--- src/rtl/alu_pkg.sv ---
// Shared ALU encodings for the execute stage, the ALU control decoder and the
// single-cycle build.
package alu_pkg;

    // 4-bit ALU control codes produced by ALU control decoding
    localparam logic [3:0] ALU_AND = 4'b0000;
    localparam logic [3:0] ALU_OR  = 4'b0001;
    localparam logic [3:0] ALU_ADD = 4'b0010;
    localparam logic [3:0] ALU_SUB = 4'b0110;
    localparam logic [3:0] ALU_SLT = 4'b0111;
    localparam logic [3:0] ALU_NOR = 4'b1100;

    // 2-bit ALUOp from the main decoder to the ALU control decoder
    localparam logic [1:0] ALUOP_MEM   = 2'b00;  // LW/SW address add
    localparam logic [1:0] ALUOP_BEQ   = 2'b01;  // compare by subtraction
    localparam logic [1:0] ALUOP_RTYPE = 2'b10;  // use funct field

    // True for every control code the ALU implements
    function automatic logic alu_ctrl_supported(input logic [3:0] ctrl);
        return (ctrl == ALU_AND) || (ctrl == ALU_OR)  || (ctrl == ALU_ADD) ||
               (ctrl == ALU_SUB) || (ctrl == ALU_SLT) || (ctrl == ALU_NOR);
    endfunction

endpackage

--- src/rtl/alu_core.sv ---
// Combinational MIPS ALU: result, zero flag and unsupported-code flag.
module alu_core
    import alu_pkg::*;
#(
    parameter int WIDTH = 32
) (
    input  logic [3:0]       alu_ctrl,
    input  logic [WIDTH-1:0] a,
    input  logic [WIDTH-1:0] b,
    output logic [WIDTH-1:0] result,
    output logic             zero,
    output logic             bad_op
);

    // Operation select; unsupported codes yield 0 so zero reads 1
    always_comb begin
        // NOTE: defaults first so every path assigns every output and no latch is inferred.
        result = '0;
        bad_op = 1'b0;
        case (alu_ctrl)
            ALU_AND: result = a & b;
            ALU_OR:  result = a | b;
            ALU_ADD: result = a + b;
            ALU_SUB: result = a - b;
            ALU_SLT: result = {{(WIDTH-1){1'b0}}, ($signed(a) < $signed(b))};
            ALU_NOR: result = ~(a | b);
            default: bad_op = 1'b1;
        endcase
    end

    assign zero = (result == '0);

endmodule

--- src/rtl/ex_alu_stage.sv ---
// MIPS execute stage: ALU, BEQ resolution and the EX/MEM pipeline register
// behind a single-entry valid/ready handshake.
module ex_alu_stage
    import alu_pkg::*;
#(
    parameter int WIDTH    = 32,
    parameter int REG_BITS = 5
) (
    input  logic                clk,
    input  logic                rst,
    input  logic                in_valid,
    output logic                in_ready,
    input  logic [3:0]          alu_ctrl,
    input  logic [WIDTH-1:0]    op_a,
    input  logic [WIDTH-1:0]    op_b,
    input  logic [WIDTH-1:0]    store_data,
    input  logic [REG_BITS-1:0] rd_in,
    input  logic                reg_write_in,
    input  logic                mem_read_in,
    input  logic                mem_write_in,
    input  logic                mem_to_reg_in,
    input  logic                branch_in,
    input  logic [WIDTH-1:0]    branch_target,
    input  logic                flush,
    output logic                out_valid,
    input  logic                out_ready,
    output logic [WIDTH-1:0]    alu_result,
    output logic                zero,
    output logic [WIDTH-1:0]    store_data_out,
    output logic [REG_BITS-1:0] rd_out,
    output logic                reg_write_out,
    output logic                mem_read_out,
    output logic                mem_write_out,
    output logic                mem_to_reg_out,
    output logic                branch_taken,
    output logic [WIDTH-1:0]    pc_redirect,
    output logic                bad_op
);

    // EX/MEM register contents
    typedef struct packed {
        logic [WIDTH-1:0]    result;
        logic                zero;
        logic                bad_op;
        logic [WIDTH-1:0]    store_data;
        logic [REG_BITS-1:0] rd;
        logic                reg_write;
        logic                mem_read;
        logic                mem_write;
        logic                mem_to_reg;
        logic [WIDTH-1:0]    target;
    } exmem_t;

    exmem_t           entry_q;
    logic             valid_q;
    logic             branch_pulse_q;

    logic [WIDTH-1:0] alu_res;
    logic             alu_zero;
    logic             alu_bad;

    alu_core #(.WIDTH(WIDTH)) u_alu (
        .alu_ctrl (alu_ctrl),
        .a        (op_a),
        .b        (op_b),
        .result   (alu_res),
        .zero     (alu_zero),
        .bad_op   (alu_bad)
    );

    // Single-entry register: ready when empty or draining this cycle
    assign in_ready = !valid_q || out_ready;

    // EX/MEM register, valid bit and the one-shot branch pulse
    always_ff @(posedge clk) begin
        if (rst) begin
            valid_q        <= 1'b0;
            branch_pulse_q <= 1'b0;
            entry_q        <= '0;
        end else begin
            // NOTE: sequential state uses <= so every register samples pre-edge values.
            // The pulse is set only by a fresh accept, so a stalled BEQ never repeats it.
            branch_pulse_q <= 1'b0;
            if (in_ready) begin
                valid_q <= in_valid && !flush;
                if (in_valid) begin
                    entry_q.result     <= alu_res;
                    entry_q.zero       <= alu_zero;
                    entry_q.bad_op     <= alu_bad;
                    entry_q.store_data <= store_data;
                    entry_q.rd         <= rd_in;
                    entry_q.reg_write  <= reg_write_in;
                    entry_q.mem_read   <= mem_read_in;
                    entry_q.mem_write  <= mem_write_in;
                    entry_q.mem_to_reg <= mem_to_reg_in;
                    entry_q.target     <= branch_target;
                    branch_pulse_q     <= !flush && branch_in && alu_zero;
                end
            end
        end
    end

    // Side-effecting controls are masked by valid so a bubble does nothing
    assign out_valid      = valid_q;
    assign alu_result     = entry_q.result;
    assign zero           = entry_q.zero;
    assign store_data_out = entry_q.store_data;
    assign rd_out         = entry_q.rd;
    assign mem_to_reg_out = entry_q.mem_to_reg;
    assign pc_redirect    = entry_q.target;
    assign reg_write_out  = valid_q && entry_q.reg_write;
    assign mem_read_out   = valid_q && entry_q.mem_read;
    assign mem_write_out  = valid_q && entry_q.mem_write;
    assign bad_op         = valid_q && entry_q.bad_op;
    assign branch_taken   = valid_q && branch_pulse_q;

endmodule

--- config.mk ---
export PLATFORM = sky130hd
export DESIGN_NAME = ex_alu_stage
export DESIGN_NICKNAME = d
export VERILOG_FILES = /design/src/rtl/alu_pkg.sv /design/src/rtl/alu_core.sv /design/src/rtl/ex_alu_stage.sv
export SDC_FILE = /design/constraint.sdc
export NUM_CORES = 1
export LEC_CHECK = 0
export CORE_ASPECT_RATIO = 0.5
export CORE_MARGIN = 1
export CORE_UTILIZATION = 58
export DETAILED_ROUTE_END_ITERATION = 16
export DONT_BUFFER_PORTS = 1
export GPL_TIMING_DRIVEN = 0
export PLACE_DENSITY = 0.76
export SLEW_MARGIN = 20
export SYNTH_ARGS = -nofsm -noshare
export SYNTH_HDL_FRONTEND = slang
export SYNTH_HIERARCHICAL = 1
export SYNTH_SLANG_ARGS = --single-unit
--- constraint.sdc ---
create_clock -name clk -period 4.87 [get_ports clk]
set_clock_uncertainty 0.2 [all_clocks]
set_input_delay 0.7305 -clock clk [delete_from_list [all_inputs] [get_ports clk]]
set_output_delay 0.7305 -clock clk [all_outputs]
set_load 0.01 [all_outputs]
==> impl_metrics.tcl, run 1 <==
set metrics [dict create \
    status "finished, final reports clean" \
    wirelength_um 47400 \
    die_h_um 101 \
    grtUsageMet3 0.134 \
    p_per_area_mw_per_mm2 232 \
    dieArea_mm2 0.0204 \
    cts-htree-levels 3 \
    regArea_mm2 0.00218 \
    cts_made_buffers 9 \
    grt_pass1_wl_um 68900 \
    start_kind "input pin" \
    power_leakage_nw 4.97 \
    hpwlAfterDp_um 35900 \
    insertion_delay_ns 0.35 \
    drc 0 \
    p_sw_mw 1.09 \
    fp.coreArea_mm2 0.0189 \
    slew_violations 0 \
    critPathMaxStageDelay_ns 0.81 \
    num_rows 35 \
    postRouteAntennaNets 0 \
    synth-edff-count 0 \
    clock-sinks 109 \
    multiInputGateArea_mm2 0.00787 \
    grt_use_met1 0.575 \
    grt_max_degree 19 \
    gp_congestion 1.02 \
    peakVddDrop_mv 0.175 \
    path_class "in -> reg" \
    finalCriticalPeriod_ns 4.85 \
    finalCritPeriodShare 0.996 \
    path_clk_slew_ns 0.07 \
    synthDistinctLibCells 81 \
    seq_power_share 0.342 \
    final_cell_mix "o21ai_0, buf_4, nand2b_1" \
    async_flop_share 0 \
    synth_warnings 6 \
    tns_ns 0 \
    place_inst 1760 \
    synthFlopType "dfxtp_1" \
    clockBufferDepth 2 \
    maxCapViolCount 0 \
    die-width_um 201 \
    overflow 0 \
    drt_iter0_markers 1565 \
    post_layout_nonfiller_instances 1789 \
    arrival_ns 4.91 \
    hold_path_class "in -> reg" \
    power_frac_clock 0.275 \
    finish.utilization 0.659 \
    syn2layout_area_growth_pct 8.37 \
    synth_seq_area_share 0.190 \
    synthCells 1501 \
    p_comb_frac 0.383 \
    finalHoldViolations 0 \
    nNetsFinal 1776 \
    synth_fp_nets 1752 \
    cts-root-buf "clkbuf_16" \
    swShare 0.379 \
    worstPathMaxFanout 10 \
    grt_pass1_vias 11600 \
    required_ns 4.93 \
    grtUsageTotal 0.442 \
    internal_power_mw 1.79 \
    routed_via_density 7.07 \
    total_power_mw 2.89 \
    cp_slowest_cell "clkbuf_1" \
    cts_hold_buffers 0 \
    netlist_area_mm2 0.0115 \
    setup_viol 0 \
    port_buffers 0 \
    worst_slew_pin_slew_ns 1.13 \
    antenna_found_initial 1 \
    place_area_mm2 0.0118 \
    fill_cells 1600 \
    fmax_mhz 206 \
    layout_commonest_cell "o21ai_0" \
    final_cell_area_mm2 0.0124 \
    crit_chain "clkbuf_1 -> clkbuf_1 -> nor2_1 -> a22oi_1 -> o22ai_1 -> a2111oi_4 -> nand4b_1 -> nor4_2 -> nand4_1 -> or4_1 -> nor2_1 -> nand2b_1 -> nor4_1" \
    synth-seq-cells 109 \
    firstDrtPassIters 8 \
    top_usage_layer "met2" \
    hold-worst-slack_ns 0.245 \
    slew_headroom 0.243 \
    syn-mean-instance-area_um2 7.65 \
    pre_cts_ws_ns -0.902 \
    drive_gt1_frac 0.167 \
    io_pins 257 \
    cts_tree "done" \
    start_util 0.608 \
    critPathCaptureType "flop" \
    vias 12700 \
    wl_per_cell_um 26.5 \
    grt_use_met2 0.689 \
    worst_slack_ns 0.0173 \
]
repair_timing:
action / CTS / global route
endpoints found under the setup margin: 2 / 2
pin swaps: 4 / 21
gates resized for setup: 8 / 42
setup buffers: 3 / 12
power by group through the flow:
stage / Sequential, mW / Clock, mW / Combinational [mW]
after CTS: 0.984 / 0.788 / 1.01
final: 0.987 / 0.795 / 1.11
after global placement: 0.998 / 0 / 0.981
after floorplan: 0.989 / 0 / 0.726
after global routing: 0.990 / 0.826 / 1.16
after detailed placement: 1.00 / 0 / 0.998
cell usage after synthesis, types with 7 or more instances:
cell type / instances / share of area
or2_2: 7 / 0.0038
nor4_1: 17 / 0.0093
a21oi_1: 87 / 0.038
nor2_1: 67 / 0.022
o22ai_1: 19 / 0.010
ha_1: 102 / 0.11
o211ai_1: 14 / 0.0092
a22oi_1: 30 / 0.020
nand4b_1: 108 / 0.082
a31oi_1: 14 / 0.0076
and3_1: 12 / 0.0065
a211oi_1: 20 / 0.013
a21o_1: 8 / 0.0052
o21bai_1: 7 / 0.0046
and2_1: 13 / 0.0071
buf_4: 103 / 0.067
buf_1: 7 / 0.0023
nand3_1: 25 / 0.011
dfxtp_1: 109 / 0.19
o31ai_1: 18 / 0.012
nor3_1: 26 / 0.011
o21ai_2: 31 / 0.024
buf_2: 18 / 0.0078
nand2b_1: 115 / 0.063
o22a_1: 9 / 0.0069
o21ai_0: 131 / 0.057
nand2_1: 63 / 0.021
clkbuf_1: 80 / 0.026
inv_1: 98 / 0.032
critical path, delay by kind of cell:
family / cells / cell delay, ns
AO/OA/AOI/OAI: 3 / 1.11
buffers and inverters: 2 / 1.15
AND/OR/NAND/NOR: 8 / 1.91
kinds of logic (layout without fill, tap and decap cells):
| kind of cell | count (synthesis) | in the layout | synth area share |
|---|---|---|---|
| AOI/OAI and AO/OA | 476 | 476 | 0.285 |
| other | 0 | 1 | 0 |
| buffers and inverters | 311 | 339 | 0.141 |
| xor gates and xnor gates | 3 | 3 | 0.00229 |
| adders and majority gates | 104 | 104 | 0.115 |
| and+or+nand+nor | 491 | 491 | 0.261 |
| DFF | 109 | 109 | 0.190 |
| muxes | 7 | 7 | 0.00632 |
registers in the layout (all words and copies together), names as in the netlist:
| signal | cells |
|---|---|
| pc_redirect | 32 |
| branch_pulse_q | 1 |
| mem_to_reg_out | 1 |
| store_data_out | 32 |
| entry_q | 4 |
| alu_result | 32 |
| zero | 1 |
| out_valid | 1 |
| rd_out | 5 |
layout make-up:
| class | instances | share of cell area |
|---|---|---|
| timing repair buffer | 15 | 0.00905 |
| multi-input combinational | 1081 | 0.632 |
| buffer | 211 | 0.100 |
| clock buffer | 9 | 0.0181 |
| inverter | 98 | 0.0307 |
| tap | 259 | 0.0261 |
| clock inverter | 6 | 0.00775 |
| sequential | 109 | 0.175 |
| antenna | 1 | 0.000201 |
metal layers:
layer  wire length, um  vias up
met1             18500     5999
li1                  -     5429
met4              1940        0
met3              6760      191
met2             20200     1035
met5                 0        -
worst paths after layout:
path / from / endpoint / slack, ns / depth (start not counted)
worst max-delay path: alu_ctrl[0] / branch_pulse_q$_SDFF_PP0_ / 0.02 / 13
worst min register to register: pc_redirect[5]$_SDFFE_PP0P_ / pc_redirect[5]$_SDFFE_PP0P_ / 0.28 / 2
worst max register to register: out_valid$_SDFFE_PP0P_ / alu_result[23]$_SDFFE_PP0P_ / 2.93 / 5
worst min-delay path: flush / branch_pulse_q$_SDFF_PP0_ / 0.25 / 1
(Power assumes the default switching activity.)
==> run 2, diff against run 1 <==
--- a/config.mk
+++ b/config.mk
@@ -5,6 +5,7 @@
 export SDC_FILE = /design/constraint.sdc
 export NUM_CORES = 1
 export LEC_CHECK = 0
+export ABC_AREA = 1
 export CORE_ASPECT_RATIO = 0.5
 export CORE_MARGIN = 1
 export CORE_UTILIZATION = 58
==> impl_metrics.tcl, run 2 <==
set metrics [dict create \
    power_leakage_nw 7.49 \
    pre_cts_ws_ns 0.937 \
    synth_fp_nets 2360 \
    insertion_delay_ns 0.34 \
    routed_via_density 5.28 \
    critPathCaptureType "flop" \
    synth_common_cells "nand2_1, nor2_1, inv_1" \
    die-width_um 206 \
    wl_per_cell_um 16.2 \
    total_power_mw 2.78 \
    hpwlAfterDp_um 32100 \
    cts_made_buffers 9 \
    top_usage_layer "met2" \
    finalCriticalPeriod_ns 3.80 \
    synthTopCellsByArea "nand2_1, dfxtp_1, nor2_1" \
    drt_iter0_markers 1347 \
    drive_gt1_frac 0.0899 \
    cts-htree-levels 3 \
    cp_slowest_cell "o21ai_0" \
    path_class "in -> reg" \
    clockBufferDepth 2 \
    cts_tree "done" \
    cts_setup_buffers 0 \
    dieArea_mm2 0.0214 \
    gp_congestion 1.04 \
    cts_hold_buffers 0 \
    start_kind "input pin" \
    finalHoldViolations 0 \
    rsz0062_at_grt "no" \
    grt_use_met2 0.544 \
    slew_violations 0 \
    clock-sinks 109 \
    io_pins 257 \
    synthDistinctLibCells 36 \
    synth_warnings 6 \
    syn2layout_area_growth_pct 5.13 \
    place_area_mm2 0.0124 \
    crit_top_cell "nand2_1" \
    fmax_mhz 263 \
    nNetsFinal 2371 \
    tns_ns 0 \
    worstPathMaxFanout 4 \
    firstDrtPassIters 6 \
    yosysMostFrequentCell "nand2_1" \
    layout_commonest_cell "nand2_1" \
    worst_slew_pin_slew_ns 0.839 \
    fp.coreArea_mm2 0.0199 \
    arrival_ns 3.88 \
    maxCapViolCount 0 \
    synthFlopType "dfxtp_1" \
    yosysTopAreaCellShare 0.183 \
    required_ns 4.95 \
    synth-seq-cells 109 \
    grtUsageTotal 0.358 \
    final_cell_area_mm2 0.0127 \
    crit_chain "ha_1 -> inv_1 -> fa_1 -> o21ai_0 -> nand2_1 -> nand2_1 -> nand3_1 -> nand2_1 -> nand2_1 -> nand3_1 -> nand2_1 -> nor2_1 -> nand3_1 -> nor2_1 -> nand2_1 -> nor2_1 -> nand3_1 -> a21oi_1" \
    worst_slack_ns 1.07 \
    status "finished, final reports clean" \
    start_util 0.607 \
    peakVddDrop_mv 0.162 \
    grt_pass1_vias 11300 \
    overflow 0 \
    final_cell_mix "nand2_1, nor2_1, inv_1" \
    cts-resized-gates 0 \
    synth_seq_area_share 0.181 \
    port_buffers 0 \
    drc 0 \
    netlist_area_mm2 0.0121 \
    path_clk_slew_ns 0.07 \
    grt_pass1_wl_um 60000 \
    grtUsageMet3 0.0749 \
    setup_viol 0 \
    cts-root-buf "clkbuf_16" \
    synth-edff-count 0 \
    grt_use_met1 0.509 \
    postRouteAntennaNets 0 \
    p_per_area_mw_per_mm2 219 \
    num_rows 36 \
    synthCells 2109 \
    grt_max_degree 19 \
    critPathMaxStageDelay_ns 0.60 \
    slew_headroom 0.441 \
    finish.utilization 0.638 \
    syn-mean-instance-area_um2 5.73 \
    die_h_um 104 \
    wirelength_um 38800 \
    finalCritPeriodShare 0.780 \
    async_flop_share 0 \
    vias 12600 \
    yosysTopAreaCell "nand2_1" \
    antenna_found_initial 1 \
    hold_path_class "in -> reg" \
]
run 2: power by group:
group	switching [mW]	internal, mW	leakage, nW
Sequential	0.0361	0.958	0.904
Clock	0.338	0.365	0.143
Combinational	0.703	0.375	6.44
Total	1.08	1.70	7.49
run 2: metal layers:
metal | up-vias | share of wire
met1 | 5615 | 0.45
met5 | - | 0
met2 | 598 | 0.41
met4 | 0 | 0.020
met3 | 57 | 0.12
li1 | 6358 | -
run 2: cell type report:
class,count,area [um2]
antenna,1,2.50
inverter,341,1280
multi-input combinational,1479,7440
fill,2054,7210
buffer,180,1180
clock buffer,10,239
tap,266,333
sequential,109,2180
clock inverter,6,45.0
run 2: worst max-delay path, delay by kind of cell:
kind | cells | cell delay (ns)
fa+ha+maj | 2 | 0.63
compound gates | 2 | 0.78
buf+inv | 1 | 0.06
simple gates | 13 | 1.65
run 2: worst paths after layout:
check                                from                            to  slack, ns  cells past startpoint
max                               op_a[0]             zero$_SDFFE_PP0P_       1.07                     18
max reg2reg        out_valid$_SDFFE_PP0P_             zero$_SDFFE_PP0P_       3.04                      5
min reg2reg  pc_redirect[18]$_SDFFE_PP0P_  pc_redirect[18]$_SDFFE_PP0P_       0.28                      2
min                                   rst        out_valid$_SDFFE_PP0P_       0.25                      1
run 2: kinds of logic after synthesis:
logic type,count (synthesis),synth area share
and+or+nand+nor,1260,0.448
buffers and inverters,521,0.203
AOI/OAI and AO/OA,114,0.0585
DFF,109,0.181
adders and majority gates,104,0.109
xor gates and xnor gates,1,0.000725
run 2: metrics by stage:
stage                     hold WS, ns  cells
after floorplan                 0.255   2109
after global placement          0.262   2375
after detailed placement        0.272   2375
after CTS                       0.243   2391
after global routing            0.236   2392
final                           0.245   2392
==> run 3, diff against run 2 <==
==> constraint.sdc (replaced) <==
create_clock -name clk -period 3.8 [get_ports clk]
set_clock_uncertainty 0.2 [all_clocks]
set_input_delay 0.57 -clock clk [delete_from_list [all_inputs] [get_ports clk]]
set_output_delay 0.57 -clock clk [all_outputs]
set_load 0.01 [all_outputs]
==> impl_metrics.tcl, run 3 (synthesis results as in run 2) <==
set metrics [dict create \
    path_class "in -> reg" \
    p_sw_mw 1.38 \
    slew_headroom 0.467 \
    finish.utilization 0.638 \
    peakVddDrop_mv 0.208 \
    start_kind "input pin" \
    clock-sinks 109 \
    tns_ns 0 \
    drt_iter0_markers 1345 \
    drive_gt1_frac 0.0899 \
    die-width_um 206 \
    io_pins 257 \
    clockBufferDepth 2 \
    required_ns 3.88 \
    p_comb_frac 0.389 \
    final_cell_mix "nand2_1, nor2_1, inv_1" \
    internal_power_mw 2.18 \
    antenna_found_initial 1 \
    crit_end "zero$_SDFFE_PP0P_" \
    wl_per_cell_um 16.2 \
    fp.coreArea_mm2 0.0199 \
    die_h_um 104 \
    seq_power_share 0.358 \
    cts_made_buffers 9 \
    cts_setup_buffers 0 \
    drc 0 \
    nNetsFinal 2371 \
    total_power_mw 3.56 \
    swShare 0.388 \
    maxCapViolCount 0 \
    arrival_ns 3.56 \
    place_inst 2375 \
    firstDrtPassIters 6 \
    insertion_delay_ns 0.34 \
    rsz0062_at_grt "no" \
    hold_path_class "in -> reg" \
    grt_max_degree 19 \
    critPathCaptureType "flop" \
    worstPathMaxFanout 7 \
    grt_pass1_vias 11300 \
    finalHoldViolations 0 \
    gp_congestion 1.04 \
    finalCritPeriodShare 0.916 \
    cts_hold_buffers 0 \
    start_util 0.607 \
    layout_commonest_cell "nand2_1" \
    overflow 0 \
    r2r_slack_ns 1.97 \
    rr_worst_depth 5 \
    vias 12600 \
    finalCriticalPeriod_ns 3.48 \
    fmax_mhz 287 \
    status "finished, final reports clean" \
    critPathLaunch "op_b[2]" \
    post_layout_nonfiller_instances 2392 \
    path_clk_slew_ns 0.07 \
    num_rows 36 \
    grtUsageTotal 0.358 \
    slew_violations 0 \
    port_buffers 0 \
    dieArea_mm2 0.0214 \
    routed_via_density 5.28 \
    r2r-end "zero$_SDFFE_PP0P_" \
    rr_startpoint "out_valid$_SDFFE_PP0P_" \
    wirelength_um 38800 \
    cts-htree-levels 3 \
    cts-root-buf "clkbuf_16" \
    postRouteAntennaNets 0 \
    power_leakage_nw 7.49 \
    hpwlAfterDp_um 32100 \
    power_frac_clock 0.253 \
    grt_pass1_wl_um 60000 \
    syn2layout_area_growth_pct 5.13 \
    p_per_area_mw_per_mm2 280 \
    setup_viol 0 \
    worst_slew_pin_slew_ns 0.800 \
    cts_tree "done" \
]
run 3: cell count changes in the layout (fill, tap and decap cells not counted):
cell	before	now
o21ai_0	20	19
o21ai_1	0	1
run 3: per-layer routing:
metal  routed length, um  GRT usage  vias to the layer above
met5                   0          0                        -
met4                 719     0.0867                        0
met3                4440     0.0749                       52
met2               16100      0.544                      584
met1               17600      0.509                     5630
li1                    -          -                     6361
run 3: per-stage QoR:
stage | worst slack (ns) | hold slack [ns] | area, um2
floorplan | 0.978 | 0.255 | 12100
global placement | 0.0494 | 0.262 | 12400
detailed placement | 0.0271 | 0.272 | 12400
CTS | 0.360 | 0.0828 | 12700
global route | 0.0550 | 0.0758 | 12700
finish | 0.318 | 0.0848 | 12700
run 3: layout make-up:
type / instances / area, um2
clock buffers: 10 / 239
fillers: 2054 / 7210
well taps: 266 / 333
plain buffers: 180 / 1180
diodes: 1 / 2.50
flip-flops and latches: 109 / 2180
multi-input cells: 1479 / 7440
inverters: 341 / 1280
clock inverters: 6 / 45.0
run 3: what timing repair did:
item                                    4_1_cts  5_1_grt
resized for setup                             0        1
endpoints found under the setup margin        0        1
hold endpoints to repair                      0        0
run 3: worst min path at each step:
stage | startpoint | endpoint | slack, ns | cells after the start
detailed placement | pc_redirect[1]$_SDFFE_PP0P_ | pc_redirect[1]$_SDFFE_PP0P_ | 0.27 | 2
global placement | entry_q[73]$_SDFFE_PP0P_ | entry_q[73]$_SDFFE_PP0P_ | 0.26 | 2
CTS | rst | out_valid$_SDFFE_PP0P_ | 0.08 | 1
finish | rst | out_valid$_SDFFE_PP0P_ | 0.08 | 1
floorplan | entry_q[33]$_SDFFE_PP0P_ | entry_q[33]$_SDFFE_PP0P_ | 0.26 | 2
global route | rst | zero$_SDFFE_PP0P_ | 0.08 | 1
run 3: power by group through the flow:
stage | clock, mW | sequential (mW) | combinational (mW)
CTS | 0.908 | 1.27 | 1.35
detailed placement | 0 | 1.30 | 1.34
global placement | 0 | 1.30 | 1.33
global route | 0.963 | 1.28 | 1.53
finish | 0.901 | 1.27 | 1.38
floorplan | 0 | 1.29 | 1.03
run 3: worst max-delay path, cell delays in order:
cell and delay, ns:
inv_1 0.03, ha_1 0.43, inv_1 0.14, nand2_1 0.08, nand2_1 0.06, nand2_1 0.05, nand3_1 0.21, nand2_1 0.19
nand3_1 0.16, nand2_1 0.16, nand3_1 0.08, nand2_1 0.07, nor2_1 0.04, nor2_1 0.46, nand3_1 0.13, nor2_1 0.13
nand2_1 0.06, nor2_1 0.13, nand3_1 0.18, a21oi_1 0.18
